## src/rtl/i_decode.sv

```systemverilog
// Instruction-decode stage: 32x32 register file, control decode, immediate
// sign-extension, load-use hazard detection and the registered ID/EX boundary.
// Optional build macro: ID_WB_BYPASS_EN -- when defined, a writeback to the
// register being read in the same cycle is forwarded to the read port.
module i_decode #(
  parameter int DATA_W = 32,
  parameter int NREGS  = 32
) (
  input  logic              CLK,
  input  logic              RST,
  input  logic [31:0]       IF_ID_INSTR,
  input  logic [31:0]       IF_ID_NPC,
  input  logic              EX_MEM_PCSrc,
  input  logic              MEM_WB_RegWrite,
  input  logic [4:0]        MEM_WB_WriteReg,
  input  logic [DATA_W-1:0] MEM_WB_WriteData,
  output logic              STALL,
  output logic [31:0]       ID_EX_NPC,
  output logic [DATA_W-1:0] ID_EX_A,
  output logic [DATA_W-1:0] ID_EX_B,
  output logic [DATA_W-1:0] ID_EX_IMM,
  output logic [4:0]        ID_EX_RT,
  output logic [4:0]        ID_EX_RD,
  output logic [5:0]        ID_EX_FUNCT,
  output logic [6:0]        ID_EX_CTRL
);

  localparam logic [5:0] OP_RTYPE = 6'h00;
  localparam logic [5:0] OP_LW    = 6'h23;
  localparam logic [5:0] OP_SW    = 6'h2B;
  localparam logic [5:0] OP_BEQ   = 6'h04;
  localparam logic [5:0] OP_ADDI  = 6'h08;

  // Control word layout: {RegWrite,MemRead,MemWrite,ALUSrc,RegDst,Branch,Valid}
  localparam int CTRL_MEMREAD = 5;
  localparam int CTRL_VALID   = 0;

  logic [DATA_W-1:0] regs [NREGS];

  logic [5:0] op;
  logic [4:0] rs, rt, rd;
  logic [6:0] ctrl_dec;
  logic       rt_src;
  logic [DATA_W-1:0] a_rd, b_rd;
  logic       load_p0;

  assign op = IF_ID_INSTR[31:26];
  assign rs = IF_ID_INSTR[25:21];
  assign rt = IF_ID_INSTR[20:16];
  assign rd = IF_ID_INSTR[15:11];

  function automatic logic [DATA_W-1:0] sext16(input logic [15:0] imm);
    sext16 = {{(DATA_W-16){imm[15]}}, imm};
  endfunction

  // Register file write port; index 0 is hard-wired to zero and never written.
  always_ff @(posedge CLK or posedge RST) begin
    if (RST) begin
      for (int i = 0; i < NREGS; i++) regs[i] <= '0;
    end else if (MEM_WB_RegWrite && (MEM_WB_WriteReg != 5'd0)) begin
      regs[MEM_WB_WriteReg] <= MEM_WB_WriteData;
    end
  end

  // Combinational read ports, with optional same-cycle writeback forwarding.
  always_comb begin
    a_rd = regs[rs];
    b_rd = regs[rt];
`ifdef ID_WB_BYPASS_EN
    if (MEM_WB_RegWrite && (MEM_WB_WriteReg != 5'd0) && (MEM_WB_WriteReg == rs))
      a_rd = MEM_WB_WriteData;
    if (MEM_WB_RegWrite && (MEM_WB_WriteReg != 5'd0) && (MEM_WB_WriteReg == rt))
      b_rd = MEM_WB_WriteData;
`else
    // Without forwarding the read sees the pre-write contents.
`endif
    if (rs == 5'd0) a_rd = '0;
    if (rt == 5'd0) b_rd = '0;
  end

  // Opcode decode; rt_src marks formats whose rt field is a source operand.
  always_comb begin
    ctrl_dec = 7'b0000000;
    rt_src   = 1'b0;
    case (op)
      OP_RTYPE: begin ctrl_dec = 7'b1000101; rt_src = 1'b1; end
      OP_LW:    ctrl_dec = 7'b1101001;
      OP_SW:    begin ctrl_dec = 7'b0011001; rt_src = 1'b1; end
      OP_BEQ:   begin ctrl_dec = 7'b0000011; rt_src = 1'b1; end
      OP_ADDI:  ctrl_dec = 7'b1001001;
      default:  ctrl_dec = 7'b0000000;
    endcase
  end

  // Load-use hazard: the load now in EX targets a register this instruction reads.
  always_comb begin
    STALL = ID_EX_CTRL[CTRL_MEMREAD] && ID_EX_CTRL[CTRL_VALID] && (ID_EX_RT != 5'd0) &&
            ((ID_EX_RT == rs) || (rt_src && (ID_EX_RT == rt)));
  end

  // A real instruction advances only when neither stalled nor flushed.
  assign load_p0 = ctrl_dec[CTRL_VALID] && !STALL && !EX_MEM_PCSrc;

  // ID/EX boundary: capture the decoded instruction or insert an all-zero bubble.
  always_ff @(posedge CLK or posedge RST) begin
    if (RST) begin
      ID_EX_NPC   <= '0;
      ID_EX_A     <= '0;
      ID_EX_B     <= '0;
      ID_EX_IMM   <= '0;
      ID_EX_RT    <= '0;
      ID_EX_RD    <= '0;
      ID_EX_FUNCT <= '0;
      ID_EX_CTRL  <= '0;
    end else if (load_p0) begin
      ID_EX_NPC   <= IF_ID_NPC;
      ID_EX_A     <= a_rd;
      ID_EX_B     <= b_rd;
      ID_EX_IMM   <= sext16(IF_ID_INSTR[15:0]);
      ID_EX_RT    <= rt;
      ID_EX_RD    <= rd;
      ID_EX_FUNCT <= IF_ID_INSTR[5:0];
      ID_EX_CTRL  <= ctrl_dec;
    end else begin
      ID_EX_NPC   <= '0;
      ID_EX_A     <= '0;
      ID_EX_B     <= '0;
      ID_EX_IMM   <= '0;
      ID_EX_RT    <= '0;
      ID_EX_RD    <= '0;
      ID_EX_FUNCT <= '0;
      ID_EX_CTRL  <= '0;
    end
  end

endmodule

```

## config.mk

```make
export PLATFORM = sky130hd
export DESIGN_NAME = i_decode
export DESIGN_NICKNAME = d
export VERILOG_FILES = /design/src/rtl/i_decode.sv
export SDC_FILE = /design/constraint.sdc
export NUM_CORES = 2
export LEC_CHECK = 0
export BUFFER_PORTS_ARGS = -buffer_cell sky130_fd_sc_hd__buf_2
export CAP_MARGIN = 20
export CORE_ASPECT_RATIO = 0.9
export CORE_MARGIN = 4
export CORE_UTILIZATION = 45
export DETAILED_ROUTE_END_ITERATION = 10
export PLACE_DENSITY = 0.72
export SLEW_MARGIN = 5
export SYNTH_ARGS = -nofsm -noshare
export SYNTH_HDL_FRONTEND = slang
export SYNTH_SLANG_ARGS = --single-unit
```

## constraint.sdc

```tcl
create_clock -name CLK -period 38.2 [get_ports CLK]
set_input_delay 1.91 -clock CLK [delete_from_list [all_inputs] [get_ports CLK]]
set_output_delay 1.91 -clock CLK [all_outputs]
set_load 0.01 [all_outputs]
```

## Word-level counts from Yosys, hierarchy flattened

Index checks and enable logic that the tools add are counted.

- Mux-type cells: 21
- Bitwise operators: 3
- Reductions and logical operators: 17
- Order comparisons: 4
- Equal/unequal tests: 6

Operator list:

| cell | number |
|---|---|
| $bwmux W1024 | 1 |
| $mux W32 | 11 |
| $bmux W32 S5 | 2 |
| $demux W32 S5 | 1 |
| $pmux W7 S5 | 1 |
| $ge A6 B6 Y1 const B | 3 |
| $not A5 Y6 | 3 |
| $eq A6 B6 Y1 const B | 2 |
| $eq A5 B5 Y1 | 2 |
| $logic_not A5 Y1 | 2 |
| $mux W5 | 2 |
| $reduce_bool A5 Y1 | 2 |
| $logic_and A1 B1 Y1 | 8 |
| $mux W7 | 1 |
| $eq A6 B3 Y1 const B | 1 |
| $eq A6 B4 Y1 const B | 1 |
| $logic_not A6 Y1 | 1 |
| $lt A6 B1 Y1 const B | 1 |
| $mux W6 | 1 |
| $reduce_or A3 Y1 | 1 |
| $logic_not A1 Y1 | 2 |
| $logic_or A1 B1 Y1 | 1 |
| $mux W1 | 1 |

- Input bits: 105
- Output and inout port bits: 152
- Bits in registers: 1175
- Word-level logic and storage cells: 91

## Depth between registers and ports, before layout

- Depth after elaboration: 10
- Gate-level depth with buffers: 9
- Gate-level depth less buffers: 6

## Worst setup path after synthesis

Ideal clock, no wire load.

- Path type: input port to output port
- From: in IF_ID_INSTR[26]
- To: out STALL
- Path slack: 33493 ps
- Data required time: 36290 ps
- Stages on the path: 4
- Arrival time: 2797 ps
- Path buffers: 0
- Path through: or4_4 > o31ai_1 > nand4_1 > nand2_1

- Word-level cells in the longest chain between the ends: 6
- Elaborated cells on any way between the ends: 8
- Those cells by class: 2 x eq/ne; 1 x mux; 5 x reduce/logical

RTL lines:

| element | RTL line | source |
|---|---|---|
| from (decl) | 11 | `input logic [31:0] IF_ID_INSTR,` |
| $eq A6 B3 Y1 (tied with other cells) | 85 | `case (op)` |
| $reduce_or A3 Y1 (no source line) * | - |  |
| $mux W1 * | 85 |  |
| $logic_and A1 B1 Y1 * | 98 | `((ID_EX_RT == rs) \|\| (rt_src && (ID_EX_RT == rt)));` |
| $logic_or A1 B1 Y1 * | 98 |  |
| $logic_and A1 B1 Y1 * | 97 | `STALL = ID_EX_CTRL[CTRL_MEMREAD] && ID_EX_CTRL[CTRL_VALID] && (ID_EX_RT != 5'd0) &&` |
| to (decl) | 17 | `output logic STALL,` |

Every way passes the cells marked *; elsewhere a longest branch is shown, timed or not.

## Final worst setup path

- From: in IF_ID_INSTR[21]
- To: reg ID_EX_A[7]

- Word-level cells in the longest chain between the ends: 7
- Elaborated cells on any way between the ends: 13
- Those cells by class: 1 x eq/ne; 5 x mux; 1 x bitwise; 6 x reduce/logical

RTL lines:

| element | RTL line | source |
|---|---|---|
| branches (longest 6 deep; another with $bmux W32 S5) | - |  |
| $mux W32 * | 115 | `end else if (load_p0) begin` |
| to (signal assigned) | 117 | `ID_EX_A <= a_rd;` |
| to (decl) | 19 | `output logic [DATA_W-1:0] ID_EX_A,` |

Every way passes the cells marked *. The select of a mux whose other input is x is not followed.
A chain may end at the register's enable or synchronous reset.

==> impl_metrics.py <==
metrics = {
    "setup_path": {
        "worstSetupPathType": "in2reg",
        "path_max_fanout": 70,
        "critPathMaxStageDelay_ns": 0.93,
        "crit_slowest_cell": "buf_4",
        "cp.arrival_ns": 6.96,
        "crit_path_frequent_cell": "buf_4",
        "required_ns": 38.81,
        "start_kind": "primary input",
        "worstPathBufferInverterCount": 5,
        "cp_top_family": "buffers and inverters",
        "worstPathCellList": "buf_8 -> buf_4 -> buf_4 -> buf_4 -> buf_4 -> mux4_2 -> a22oi_1 -> nand3_1 -> and4b_1",
        "cp-end-kind": "flop",
    },
    "global_routing": {
        "grt_use_total_pct": 27.18,
        "first_global_vias": 41244,
        "grt_max_degree": 182,
        "antenna_found_initial": 20,
        "overflow": 0,
        "grt_pass1_wl_um": 279800,
    },
    "route": {
        "via_per_inst": 6.721,
        "routed_wl_um": 190600,
        "drt-initial-drc-count": 4828,
        "vias": 41053,
        "drtAntennaViolNets": 0,
        "dr.pass1.iters": 6,
        "drcViolationCount": 0,
        "routedWlPerCell_um": 31.21,
    },
    "place": {
        "gp_congestion": 0.8213,
        "dp_hpwl_um": 99990,
        "io_buffer_count": 256,
    },
    "synth": {
        "syn_nets": 4434,
        "syn_area_per_cell_um2": 13.67,
        "ys_async_sr_fraction_pct": 100.0,
        "yosysTopAreaCell": "dfrtp_1",
        "yosysTopAreaCellShare_pct": 48.53,
        "synthMostInstantiatedCell": "dfrtp_1",
        "synth_area_mm2": 0.05919,
        "synth-seq-cells": 1148,
        "synthCells": 4329,
        "synthFlopType": "dfrtp_1",
        "synthDistinctLibCells": 44,
        "yosysWarningCount": 0,
        "synthTopCellsByArea": "dfrtp_1 49%, mux2_2 19%, mux4_2 9.7%",
        "synth-edff-count": 0,
        "synthTopCellsByCount": "1148 x dfrtp_1, 992 x mux2_2, 512 x mux2i_1",
        "ys_seq_area_share_pct": 48.53,
    },
    "clock_tree": {
        "clock_latency_ns": 0.74,
        "cts_tree": "yes",
        "cts_root_buf": "clkbuf_16",
        "post_cts_buffers": 0,
        "cts_made_buffers": 114,
        "postCtsResizedCells": 0,
        "clk_path_buf_depth": 3,
        "cts_hold_buffers": 0,
        "path_clk_slew_ns": 0.06,
        "h-tree-depth": 3,
        "cts.sinks": 1148,
    },
    "floorplan": {
        "die_h_um": 352.1,
        "die_w_um": 390.3,
        "die_area_mm2": 0.1374,
        "ios": 257,
        "coreArea_mm2": 0.1298,
        "core.rowCount": 125,
        "start_util_pct": 45.60,
    },
    "cells_and_area": {
        "fillers": 11017,
        "layout-drive-gt1-share_pct": 42.02,
        "regArea_mm2": 0.02873,
        "multiInputGateArea_mm2": 0.02839,
        "fin_util_pct": 50.32,
        "area_growth_pct": 10.36,
        "layout.nets": 4397,
    },
    "flow_run": {
        "drv_cap": 0,
    },
    "timing": {
        "tns_ns": 0,
        "finalSetupViolations": 0,
        "min_period_ns": 6.349,
        "max_freq_mhz": 157.5,
        "drv_slew": 0,
        "clock_skew_ns": 0.02658,
        "rsz0062_at_grt": "no",
        "slew_headroom_pct": 18.14,
        "hold_violations": 0,
        "fin_crit_sh_pct": 16.62,
        "tightest_slew_ns": 1.228,
    },
    "power": {
        "ir_drop_mv": 0.06237,
        "power_mw": 3.368,
        "p_per_area_mw_per_mm2": 51.56,
        "p_leak_nw": 29.63,
    },
    "outcome": {
        "status": "completed",
    },
    "worst_hold_path": {
        "hold_path_class": "reg2reg",
    },
}
-- final cells by class --
class	count	area share, %
Timing Repair Buffer	347	3.168
Antenna cell	6	0.02299
Clock buffer	154	4.984
Sequential cell	1148	43.98
Clock inverter	58	1.050
Multi-Input combinational cell	2676	43.47
Tap cell	1714	3.283
Inverter	5	0.04789
-- sequential cells by signal, summed over array words and instances (netlist names) --
| name | count |
|---|---|
| ID_EX_RT | 5 |
| regs | 1024 |
| ID_EX_IMM | 7 |
| ID_EX_CTRL | 7 |
| ID_EX_NPC | 32 |
| ID_EX_B | 32 |
| ID_EX_RD | 4 |
| ID_EX_FUNCT | 5 |
| ID_EX_A | 32 |
-- routing by layer --
layer	share of wire (%)	wire (µm)	vias up	track usage, %
li1	-	-	16431	-
met1	41	78290	21699	38.38
met2	43	82680	2404	40.13
met3	11	21710	517	7.623
met4	4.2	7928	2	9.992
met5	0.0084	16	-	0
-- worst paths after layout --
check | startpoint | end | slack, ns | cells after the start
max in group asynchronous | RST | regs[63] | 33.90 | 5
worst max-delay path | IF_ID_INSTR[21] | ID_EX_A[7] | 31.85 | 9
min in group asynchronous | RST | regs[599] | 1.31 | 2
worst min-delay path | regs[1000] | regs[1000] | 0.40 | 0
worst min register to register | regs[1000] | regs[1000] | 0.40 | 0
worst max register to register | ID_EX_RT[0] | ID_EX_A[31] | 34.58 | 7
-- cell usage in the layout, fill, tap and decap left out, drive strengths merged, types with 4 or more instances in the layout --
master | netlist | routed
nor3 | 68 | 68
dfrtp | 1148 | 1148
mux2 | 992 | 992
nand3 | 67 | 67
a22oi | 64 | 64
nand3b | 4 | 4
a21oi | 64 | 64
and4b | 63 | 63
nor3b | 4 | 4
nor2 | 86 | 86
o21ai | 130 | 130
mux2i | 512 | 512
bufinv | 0 | 13
nor4b | 7 | 7
a221oi | 256 | 256
nand2 | 18 | 18
xor2 | 8 | 8
clkinv | 0 | 35
diode | 0 | 6
buf | 226 | 347
nor2b | 4 | 4
clkbuf | 274 | 154
mux4 | 256 | 256
inv | 5 | 9
and2 | 54 | 54
clkinvlp | 0 | 6
-- worst reg2reg max path: stages (launching register included) --
cell and delay [ns]:
dfrtp_1 0.45, or3_1 0.39, o311a_1 0.31, nand4_1 0.11, nand3_2 0.23, inv_4 0.59, buf_4 0.77, and4b_1 0.63
-- stage by stage --
step	std cells	area, µm²	hold slack [ns]	setup WS, ns
finish	6108	65320	0.3960	31.85
global route	6103	65310	0.4090	31.58
CTS	6100	65260	0.3972	31.89
detailed placement	5888	61320	0.3830	31.09
global placement	5888	61320	0.3764	31.13
floorplan	4329	59190	0.4413	3.958
-- kinds of logic after synthesis --
family,count (synthesis),share of synthesized area (%)
AO/OA/AOI/OAI,518,6.303
XOR/XNOR,10,0.1480
buffers and inverters,505,3.881
flip-flops,1148,48.53
multiplexers,1760,37.27
AND/OR/NAND/NOR,388,3.866
-- power by group --
part	total, mW	switching, mW	internal [mW]
Sequential	1.58	0.154	1.42
Clock	1.19	0.503	0.686
Combinational	0.601	0.266	0.335
No activity file was read; power rests on OpenSTA's default activity.
